<file path="src/rtl/opcode_prefetch_queue.sv">
// rtl/opcode_prefetch_queue.sv - byte-wide RAM prefetcher feeding a circular opcode queue
// Presents the head NBYTES bytes as an opcode window; the decoder pops 1..NBYTES bytes per cycle.
module opcode_prefetch_queue #(
  parameter int ADDRESS_WIDTH = 32,
  parameter int WORD_WIDTH    = 32,
  parameter int DEPTH         = 8
) (
  input  logic                           clk,
  input  logic                           reset,
  input  logic [ADDRESS_WIDTH-1:0]       ip,
  input  logic                           flush,
  input  logic [7:0]                     ramData,
  input  logic                           ramBusy,
  output logic                           request,
  output logic [ADDRESS_WIDTH-1:0]       address,
  input  logic                           consume,
  input  logic [$clog2(WORD_WIDTH/8):0]  consumeCount,
  output logic [WORD_WIDTH-1:0]          opcode,
  output logic [ADDRESS_WIDTH-1:0]       opcodeAddress,
  output logic                           valid,
  output logic [$clog2(DEPTH):0]         level
);

  localparam int NBYTES = WORD_WIDTH / 8;
  localparam int PW     = $clog2(DEPTH);
  localparam int LW     = PW + 1;

  typedef enum logic [1:0] {S_IDLE, S_REQ, S_WAIT, S_DRAIN} state_t;

  state_t                    state_q, state_d;
  logic                      pending_q, pending_d;
  logic [7:0]                mem_q [DEPTH];
  logic [PW-1:0]             head_q, head_d;
  logic [PW-1:0]             tail_q, tail_d;
  logic [ADDRESS_WIDTH-1:0]  address_q, address_d;
  logic [ADDRESS_WIDTH-1:0]  op_addr_q, op_addr_d;
  logic [LW-1:0]             level_q, level_d;
  logic                      valid_q, valid_d;

  logic                      push;
  logic                      accept;
  logic [LW-1:0]             pop_cnt;
  logic [LW-1:0]             level_after_push;
  logic [LW-1:0]             level_after_pop;

  // Consume is checked against the pre-update level, so a byte arriving this cycle cannot be popped.
  always_comb begin
    accept = consume && !flush
          && (consumeCount != '0)
          && (LW'(consumeCount) <= LW'(NBYTES))
          && (LW'(consumeCount) <= level_q);
    pop_cnt          = accept ? LW'(consumeCount) : '0;
    level_after_push = level_q + LW'(1) - pop_cnt;
    level_after_pop  = level_q - pop_cnt;
  end

  always_ff @(posedge clk) begin
    if (reset) begin
      state_q   <= S_IDLE;
      pending_q <= 1'b0;
    end else begin
      state_q   <= state_d;
      pending_q <= pending_d;
    end
  end

  // pending_q distinguishes an outstanding read in WAIT from the full-queue hold.
  always_comb begin
    state_d   = state_q;
    pending_d = pending_q;
    push      = 1'b0;
    if (flush) begin
      pending_d = 1'b0;
      case (state_q)
        S_IDLE:  state_d = S_REQ;
        S_REQ:   state_d = S_DRAIN;
        S_WAIT:  state_d = (pending_q && ramBusy) ? S_DRAIN : S_REQ;
        default: state_d = ramBusy ? S_DRAIN : S_REQ;
      endcase
    end else begin
      case (state_q)
        S_IDLE: state_d = S_IDLE;
        S_REQ: begin
          state_d   = S_WAIT;
          pending_d = 1'b1;
        end
        S_WAIT: begin
          if (pending_q) begin
            if (!ramBusy) begin
              push      = 1'b1;
              pending_d = 1'b0;
              state_d   = (level_after_push < LW'(DEPTH)) ? S_REQ : S_WAIT;
            end
          end else if (level_after_pop < LW'(DEPTH)) begin
            state_d = S_REQ;
          end
        end
        default: begin
          if (!ramBusy) state_d = S_REQ;
        end
      endcase
    end
  end

  always_comb begin
    request = (state_q == S_REQ);
    opcode  = '0;
    for (int k = 0; k < NBYTES; k++) begin
      opcode[WORD_WIDTH-1-8*k -: 8] = mem_q[head_q + PW'(k)];
    end
  end

  always_comb begin
    head_d    = head_q;
    tail_d    = tail_q;
    address_d = address_q;
    op_addr_d = op_addr_q;
    level_d   = level_q + LW'(push) - pop_cnt;
    if (flush) begin
      head_d    = '0;
      tail_d    = '0;
      address_d = ip;
      op_addr_d = ip;
      level_d   = '0;
    end else begin
      if (push) begin
        tail_d    = tail_q + PW'(1);
        address_d = address_q + ADDRESS_WIDTH'(1);
      end
      if (accept) begin
        head_d    = head_q + PW'(consumeCount);
        op_addr_d = op_addr_q + ADDRESS_WIDTH'(consumeCount);
      end
    end
    valid_d = (level_d >= LW'(NBYTES));
  end

  always_ff @(posedge clk) begin
    if (reset) begin
      head_q    <= '0;
      tail_q    <= '0;
      address_q <= '0;
      op_addr_q <= '0;
      level_q   <= '0;
      valid_q   <= 1'b0;
      for (int i = 0; i < DEPTH; i++) mem_q[i] <= '0;
    end else begin
      head_q    <= head_d;
      tail_q    <= tail_d;
      address_q <= address_d;
      op_addr_q <= op_addr_d;
      level_q   <= level_d;
      valid_q   <= valid_d;
      if (push) mem_q[tail_q] <= ramData;
    end
  end

  assign address       = address_q;
  assign opcodeAddress = op_addr_q;
  assign level         = level_q;
  assign valid         = valid_q;

endmodule

</file>
<file path="config.mk">
export PLATFORM = sky130hd
export DESIGN_NAME = opcode_prefetch_queue
export DESIGN_NICKNAME = d
export VERILOG_FILES = /design/src/rtl/opcode_prefetch_queue.sv
export SDC_FILE = /design/constraint.sdc
export NUM_CORES = 1
export LEC_CHECK = 0
export ABC_AREA = 1
export CORE_MARGIN = 8
export CORE_UTILIZATION = 59
export CTS_CLUSTER_SIZE = 20
export DETAILED_ROUTE_END_ITERATION = 16
export PLACE_DENSITY = 0.86
export SETUP_SLACK_MARGIN = 0.1
export SLEW_MARGIN = 15
export SYNTH_ARGS = -nofsm -noshare
export SYNTH_HDL_FRONTEND = slang
export SYNTH_SLANG_ARGS = --single-unit
export TNS_END_PERCENT = 50
</file>
<file path="constraint.sdc">
create_clock -name clk -period 6.6 [get_ports clk]
set_input_delay 1.32 -clock clk [delete_from_list [all_inputs] [get_ports clk]]
set_output_delay 1.32 -clock clk [all_outputs]
set_load 0.05 [all_outputs]
</file>
# After elaboration in Yosys (flattened, before gate mapping)
# Memories as Yosys holds them, arrays and structs flattened. A register that Yosys moved wholly into a read port is not among the register bits.
# Cells that the tools add are included.
# Widths: inputs -> output; s select.
[classes]
mux = 33
eq_ne = 5
n_addsub = 12
magnitude_cmp = 5
n_reduce_logical = 14
[ops]
columns = ["op", "n"]
rows = [
  ["$mux 32", 4],
  ["$add 32x1->32 const B", 1],
  ["$add 32x3->32", 1],
  ["$mux 2", 8],
  ["$mux 1", 12],
  ["$mux 3", 4],
  ["$pmux 2 s3", 2],
  ["$sub 4x3->4", 3],
  ["$lt 4x4->1 const B", 2],
  ["$mux 8", 1],
  ["$ne 4x4->1 const B", 2],
  ["$reduce_or 8->1", 1],
  ["$add 3x1->3 const B", 2],
  ["$add 3x2->3 const B", 2],
  ["$reduce_bool 2->1", 3],
  ["$logic_and 1x1->1", 5],
  ["$ne 5x2->1 const B", 1],
  ["$add 4x1->4", 1],
  ["$add 4x1->4 const B", 1],
  ["$ge 4x3->1 const B", 1],
  ["$le 3x4->1", 1],
  ["$mux 4", 1],
  ["$add 3x3->3", 1],
  ["$le 3x3->1 const B", 1],
  ["8 further kinds", 8],
]
[totals]
out_inout_bits = 102
mem_bits_rw = 64
reg_bits = 78
memories = 1
[memory_table]
columns = ["memory", "words", "width", "rd", "rd_ports_with_merged_regs", "write_ports", "line", "rtl"]
rows = [
  ["mem_q", 8, 8, 4, 1, 8, "32", "logic [7:0] mem_q [DEPTH];"],
]

# Logic depth before layout (Yosys ltp)
# Gate-level depths: netlist of run 1.
[depth]
depth_word = 13
ltp_mapped = 22

# Worst setup path before layout of run 1
# No wires, ideal clock.
[synth_timing]
kind = "input to register"
startpoint = "in consumeCount[2]"
endpoint = "reg state_q[1]"
path_slack_ns = 2.897
arrival_ns = 3.588
required_time_ns = 6.485
path_buffers = 1
cell_stages = 19
path_cell_list = "ha_1 -> a21oi_1 -> nand2_1 -> nand2_1 -> nand2_2 -> clkbuf_1 -> nor2_1 -> inv_1 -> ha_1 -> ha_1 -> and3_1 -> nand2_1 -> nand3_1 -> nand3_1 -> nand2_1 -> nand2_1 -> nand3_1 -> nand2_1 -> nor2_1"
[synth_between]
elab_chain_len = 12
elab_cells_between_ends = 18
cone_classes = "add/sub: 2; order compare: 4; eq/ne: 1; mux: 6; reduce/logical: 5"
[synth_lines]
columns = ["element", "line", "rtl"]
rows = [
  ["start: declaration", "17", "input logic [$clog2(WORD_WIDTH/8):0] consumeCount,"],
  ["parallel branches: the longest is 4 deep, another holds $le 3x4->1", "-", ""],
  ["$mux 3 *", "52", "pop_cnt = accept ? LW'(consumeCount) : '0;"],
  ["$sub 4x3->4", "53", "level_after_push = level_q + LW'(1) - pop_cnt;"],
  ["$lt 4x4->1", "92", "state_d = (level_after_push < LW'(DEPTH)) ? S_REQ : S_WAIT;"],
  ["$mux 2", "92", ""],
  ["$mux 2", "89", "if (!ramBusy) begin"],
  ["$mux 2", "88", "if (pending_q) begin"],
  ["$pmux 2 s3", "81", "case (state_q)"],
  ["$mux 2", "72", "if (flush) begin"],
  ["end signal: assignment", "62", "state_q <= state_d;"],
  ["end: declaration", "30", "state_t state_q, state_d;"],
]
# Mark *: on every way between the ends. The select of a mux whose other input is x is not followed.
# A chain may end at the register's enable or synchronous reset.

# Worst setup path after layout of run 1
[layout_timing]
startpoint = "reg head_q[1]"
endpoint = "out opcode[22]"
[layout_between]
elab_chain_len = 2
[layout_lines]
columns = ["element", "line", "rtl"]
rows = [
  ["start: declaration", "33", "logic [PW-1:0] head_q, head_d;"],
  ["start signal: assignment", "140", "head_q <= '0;"],
  ["start signal: assignment", "148", "head_q <= head_d;"],
  ["$add 3x1->3", "109", "opcode[WORD_WIDTH-1-8*k -: 8] = mem_q[head_q + PW'(k)];"],
  ["$mem_v2 8x8", "-", ""],
  ["end: declaration", "18", "output logic [WORD_WIDTH-1:0] opcode,"],
]
# No other way between the ends.

==> impl_metrics.json, run 1 <==
{
  "outcome": "finished clean",
  "worstPathCellList": "clkinv_1 -> ha_1 -> buf_4 -> inv_1 -> o21ai_0 -> o22a_1 -> clkdlybuf4s50_1",
  "yosysWarningCount": 0,
  "rsz0062_at_grt": "no",
  "p_clk_share_pct": 36.4,
  "whs_ps": 523,
  "clk_latency_ps": 430,
  "io_buffers": 149,
  "dr.pass1.iters": 6,
  "final_cell_mix": "nand2_1 (289), nor2_1 (182), o21ai_0 (166), inv_1 (148), clkdlybuf4s50_1 (147)",
  "switching_power_uw": 808,
  "cts_made_buffers": 17,
  "fillers": 1258,
  "totalPowerFinal_mw": 2.45,
  "max_cap_violations": 0,
  "tns_ps": 0,
  "rows": 46,
  "worstSetupEndpointType": "primary output",
  "ioPinCount": 150,
  "worstHoldPathType": "reg -> reg",
  "cts-resized-gates": 0,
  "syn-num-nets": 1455,
  "cts_tree": "done",
  "die_h_um": 144,
  "overflow": 0,
  "cts_sinks": 145,
  "synth_edf_count": 64,
  "synth_top_family_by_area": "simple AND/OR/NAND/NOR gates",
  "core_area_um2": 15900,
  "vias_per_cell": 5.94,
  "slew_headroom_pct": 25.9,
  "ant_nets": 0,
  "ys_ff_latch": 145,
  "start_util_pct": 60.5,
  "yosys.area_share.simple_pct": 27.5,
  "clk_pin_slew_ps": 60,
  "period_minus_slack_ps": 5210,
  "slowest_delay_ps": 800,
  "dieArea_um2": 20700,
  "p_per_area_nw_per_um2": 209,
  "synthFlopType": "dfxtp_1",
  "crit_slowest_cell": "clkdlybuf4s50_1",
  "remaining_drc_errors": 0,
  "postCtsSetupBuffers": 0,
  "synth_fa_ha_area_share_pct": 3.68,
  "swShare_pct": 33.0,
  "syn_area_per_cell_um2": 6.99,
  "p_leak_nw": 4.54,
  "dp_hpwl_mm": 24.2,
  "cp_max_fo": 33,
  "placed_area_um2": 11200,
  "gr-usage-all-layers_pct": 31.9,
  "die_width_um": 144,
  "htree_levels": 4,
  "grt_antenna_before_repair": 0,
  "cts_max_path_buffers": 2,
  "crit_required_ps": 5280,
  "grt_pass1_vias": 9621,
  "syn_to_final_growth_pct": 21.5,
  "vdd_drop_max_uv": 197,
  "netlist_area_um2": 9650,
  "slew_violations": 0,
  "regArea_um2": 3540,
  "worstSetupStartpointType": "flip-flop",
  "internal-power_mw": 1.64,
  "grt_first_pass_wirelength_mm": 51.3,
  "gp_congestion": 1.05,
  "hold_viol_final": 0,
  "setup_viol": 0,
  "timing.fmax_mhz": 192,
  "final_common_cell": "nand2_1",
  "wl_mm": 32.6,
  "antennaDiodeCount": 0,
  "arrival_ps": 3890,
  "nNetsFinal": 1568,
  "critPathBufInv": 4,
  "synthCells": 1381,
  "cts_hold_buf": 0,
  "synth_compound_area_share_pct": 19.9,
  "pwr-share-seq_pct": 42.2,
  "drive_gt1_share_pct": 5.97,
  "fin_area_um2": 11700,
  "ys_async_sr_fraction_pct": 0,
  "synthXorXnorAreaFrac_pct": 3.54,
  "combPwrFrac_pct": 21.3,
  "clockRootBuffer": "clkbuf_16",
  "drt_iter0_markers": 1382,
  "wl_per_cell_um": 18.9,
  "finalClockSkew_ps": 10.4,
  "crit_family": "buffers and inverters",
  "synth.area.mux_share_pct": 0,
  "ys_types": 46,
  "crit_type": "reg -> out",
  "ys_seq_area_share_pct": 36.7,
  "vias": 10239,
  "grt_max_degree": 68,
  "worst_pin_slew_ps": 1110,
  "multi_input_area_um2": 5280,
  "finalCritPeriodShare_pct": 79.0
}
path summary, 6_finish.rpt:
path	start	to	slack (ps)	depth (start not counted)
max	head_q[1]	opcode[22]	1390	7
min	pending_q	pending_q	520	2
max reg2reg	state_q[0]	address[27]	3480	9
min reg2reg	pending_q	pending_q	520	2
area by class of cell:
type	count	area share [%]
multi-input combinational	1020	45.0
sequential	145	30.2
timing repair buffer	152	12.8
inverter	158	5.06
clock buffer	20	3.81
tap	216	2.31
clock inverter	12	0.726
state kept, by name, indices dropped and copies added (netlist names), named ones only:
signal	flops
pending_q	1
state_q	2
tail_q	3
head_q	3
mem_q	64
opcodeAddress	32
address	32
level	4
valid	1
cell usage after synthesis, types with 2 or more instances:
cell type,count,area [um^2]
o31ai_1,2,15.0
buf_1,3,11.3
nor3_2,3,30.0
a21oi_1,104,521
inv_1,149,559
nor4_1,8,50.1
xnor2_1,6,52.6
xor2_1,33,289
dfxtp_1,81,1620
nor2_1,182,683
inv_2,8,30.0
o21ai_1,3,15.0
nor4_2,2,25.0
nor2_4,10,113
a31oi_1,34,213
nand3_2,7,70.1
nand3b_1,2,15.0
buf_2,9,45.0
o22ai_1,6,37.5
nand2_2,13,81.3
edfxtp_1,64,1920
ha_1,22,275
fa_1,4,80.1
o21ai_0,166,831
and3_1,2,12.5
o211ai_1,11,82.6
clkbuf_1,44,165
nor2_2,5,31.3
nand4_1,15,93.8
nor3_1,23,115
buf_4,2,15.0
nand2_1,289,1080
o22a_1,16,140
nand3_1,41,205
metrics by stage:
stage / worst slack, ps / util (%) / cells
4_1_cts: 1450 / 73.5 / 1723
2_1_floorplan: 2900 / - / 1381
5_1_grt: 1090 / 73.5 / 1723
6_report: 1390 / 73.5 / 1723
3_3_place_gp: 2020 / 70.2 / 1691
3_5_place_dp: 1910 / 70.2 / 1691
metal layers:
| metal | part of all wire, % | wire, um | track usage [%] |
|---|---|---|---|
| met4 | 3.3 | 1070 | 13.1 |
| met1 | 39 | 12800 | 41.4 |
| met2 | 46 | 14900 | 50.3 |
| met5 | 0 | 0 | 0 |
| met3 | 11 | 3710 | 7.20 |
logic make-up (layout without fill, tap and decap cells):
kind of cell,Yosys count,after routing
fa+ha+maj,26,26
xor+xnor,39,39
buf+inv,216,342
simple gates,606,606
flops,145,145
compound gates,349,349
worst reg2reg max path: cells and delay by family, from the launching register on:
family,cells,cell delay [ps]
AOI/OAI and AO/OA,2,450
adders and majority gates,1,240
buffers and inverters,2,760
DFF,1,420
and+or+nand+nor,4,1190
power by group through the flow:
stage	Sequential, mW	Clock (mW)	Combinational, mW
floorplan	1.12	0	0.259
global placement	1.05	0	0.506
detailed placement	1.05	0	0.514
CTS	1.03	0.884	0.518
global route	1.04	0.925	0.556
finish	1.03	0.891	0.522
Note: power is estimated with default switching activity, not from simulation.
==> inputs of run 2 (changes only) <==
--- a/config.mk
+++ b/config.mk
@@ -7,10 +7,10 @@
 export LEC_CHECK = 0
 export ABC_AREA = 1
 export CORE_MARGIN = 8
-export CORE_UTILIZATION = 59
+export CORE_UTILIZATION = 50
 export CTS_CLUSTER_SIZE = 20
 export DETAILED_ROUTE_END_ITERATION = 16
-export PLACE_DENSITY = 0.86
+export PLACE_DENSITY = 0.78
 export SETUP_SLACK_MARGIN = 0.1
 export SLEW_MARGIN = 15
 export SYNTH_ARGS = -nofsm -noshare
==> constraint.sdc (replaced) <==
create_clock -name clk -period 4.7 [get_ports clk]
set_input_delay 0.94 -clock clk [delete_from_list [all_inputs] [get_ports clk]]
set_output_delay 0.94 -clock clk [all_outputs]
set_load 0.05 [all_outputs]
==> impl_metrics.json, run 2 (synthesis results as in run 1) <==
{
  "drt_iter0_markers": 1022,
  "outcome": "finished clean",
  "overflow": 0,
  "internal-power_mw": 2.43,
  "cts-resized-gates": 0,
  "vdd_drop_max_uv": 289,
  "hold_viol_final": 0,
  "cts_tree": "done",
  "worstHoldPathType": "reg -> reg",
  "clk_latency_ps": 440,
  "clk_pin_slew_ps": 70,
  "finalClockSkew_ps": 9.57,
  "crit_required_ps": 3760,
  "period_minus_slack_ps": 4330,
  "pwr-share-seq_pct": 40.2,
  "timing.fmax_mhz": 231,
  "slew_headroom_pct": 43.0,
  "grt_max_degree": 67,
  "clockRootBuffer": "clkbuf_16",
  "htree_levels": 4,
  "max_cap_violations": 0,
  "dp_hpwl_mm": 25.5,
  "place_ws_ps": 593,
  "fillers": 1729,
  "setup_ws_ps": 372,
  "wl_per_cell_um": 18.8,
  "top_register": "mem_q",
  "rows": 51,
  "ioPinCount": 150,
  "core_area_um2": 19200,
  "placed_area_um2": 11500,
  "worst_pin_slew_ps": 854,
  "cts_sinks": 145,
  "postCtsSetupBuffers": 0,
  "cts_made_buffers": 17,
  "whs_ps": 516,
  "io_buffers": 149,
  "remaining_drc_errors": 0,
  "nNetsFinal": 1578,
  "p_per_area_nw_per_um2": 297,
  "final_common_cell": "nand2_1",
  "combPwrFrac_pct": 21.8,
  "gp_congestion": 0.990,
  "p_leak_nw": 4.70,
  "vias_per_cell": 5.69,
  "grt_antenna_before_repair": 1,
  "worstSetupStartpointType": "flip-flop",
  "setup_viol": 0,
  "die_width_um": 155,
  "dieArea_um2": 24000,
  "worstSetupEndpointType": "primary output",
  "dr.pass1.iters": 5,
  "gr-usage-all-layers_pct": 27.5,
  "start_util_pct": 50.2,
  "fin_area_um2": 12100,
  "switching_power_mw": 1.16,
  "syn_to_final_growth_pct": 25.3,
  "finalCritPeriodShare_pct": 92.1,
  "largest_reg_flops": 64,
  "cp_max_fo": 32,
  "swShare_pct": 32.4,
  "rsz0062_at_grt": "no",
  "die_h_um": 155,
  "slew_violations": 0,
  "vias": 10138,
  "wl_mm": 33.5,
  "final_cell_mix": "nand2_1 (289), nor2_1 (182), o21ai_0 (166), inv_1 (149), clkdlybuf4s50_1 (131)",
  "crit_type": "reg -> out",
  "cts_hold_buf": 0,
  "drive_gt1_share_pct": 7.65,
  "arrival_ps": 3390,
  "ant_nets": 0,
  "grt_first_pass_wirelength_mm": 52.0,
  "p_clk_share_pct": 38.0,
  "cts_max_path_buffers": 2,
  "grt_pass1_vias": 9575,
  "tns_ps": 0
}
==> run 2: changes by cell type in the layout (fill, tap and decap cells not counted), sizes merged <==
cell	previous run	this run
buf	5	31
bufinv	0	2
clkbuf	20	17
clkdlybuf4s50	147	131
clkinvlp	5	6
diode	0	1
==> run 2: area by class of cell <==
cell class,count,area (um^2),share of cell area (%)
tap,265,332,2.74
timing repair buffer,162,1750,14.5
antenna,1,2.50,0.0207
clock inverter,15,161,1.34
multi-input combinational,1020,5280,43.7
clock buffer,17,425,3.52
inverter,158,593,4.91
sequential,145,3540,29.3
==> run 2: power by group through the flow <==
stage | sequential, mW | combinational (mW) | clock (mW)
after floorplan | 1.57 | 0.363 | 0
after global placement | 1.47 | 0.770 | 0
after detailed placement | 1.47 | 0.778 | 0
after CTS | 1.44 | 0.781 | 1.36
after global routing | 1.45 | 0.833 | 1.42
final | 1.45 | 0.783 | 1.36
==> run 2: worst max-delay path, cell delays in order (launching register included) <==
cell	delay, ps
dfxtp_1	720
clkinv_1	550
ha_1	460
inv_1	560
o21ai_0	240
o22a_1	270
buf_12	160
==> run 2: final timing paths <==
| check | from | end | slack, ps | cells after the start |
|---|---|---|---|---|
| setup / recovery | head_q[1] | opcode[22] | 370 | 6 |
| hold / removal | pending_q | pending_q | 520 | 2 |
| setup reg to reg | level[2] | state_q[1] | 1620 | 19 |
| hold reg to reg | pending_q | pending_q | 520 | 2 |
==> run 2: stage by stage <==
stage,utilization (%),power [mW],instances
floorplan,-,1.93,1381
global placement,59.9,2.24,1750
detailed placement,59.9,2.25,1750
CTS,62.9,3.59,1782
global route,62.9,3.70,1782
finish,62.9,3.59,1783
==> run 2: per-layer routing <==
layer  GRT usage [%]  up-vias  share of wire [%]
met1            32.7     4624                 40
met2            45.2      558                 46
li1                -     4858                  -
met3            7.02       98                9.0
met4            14.2        0                4.8
met5               0        -                  0
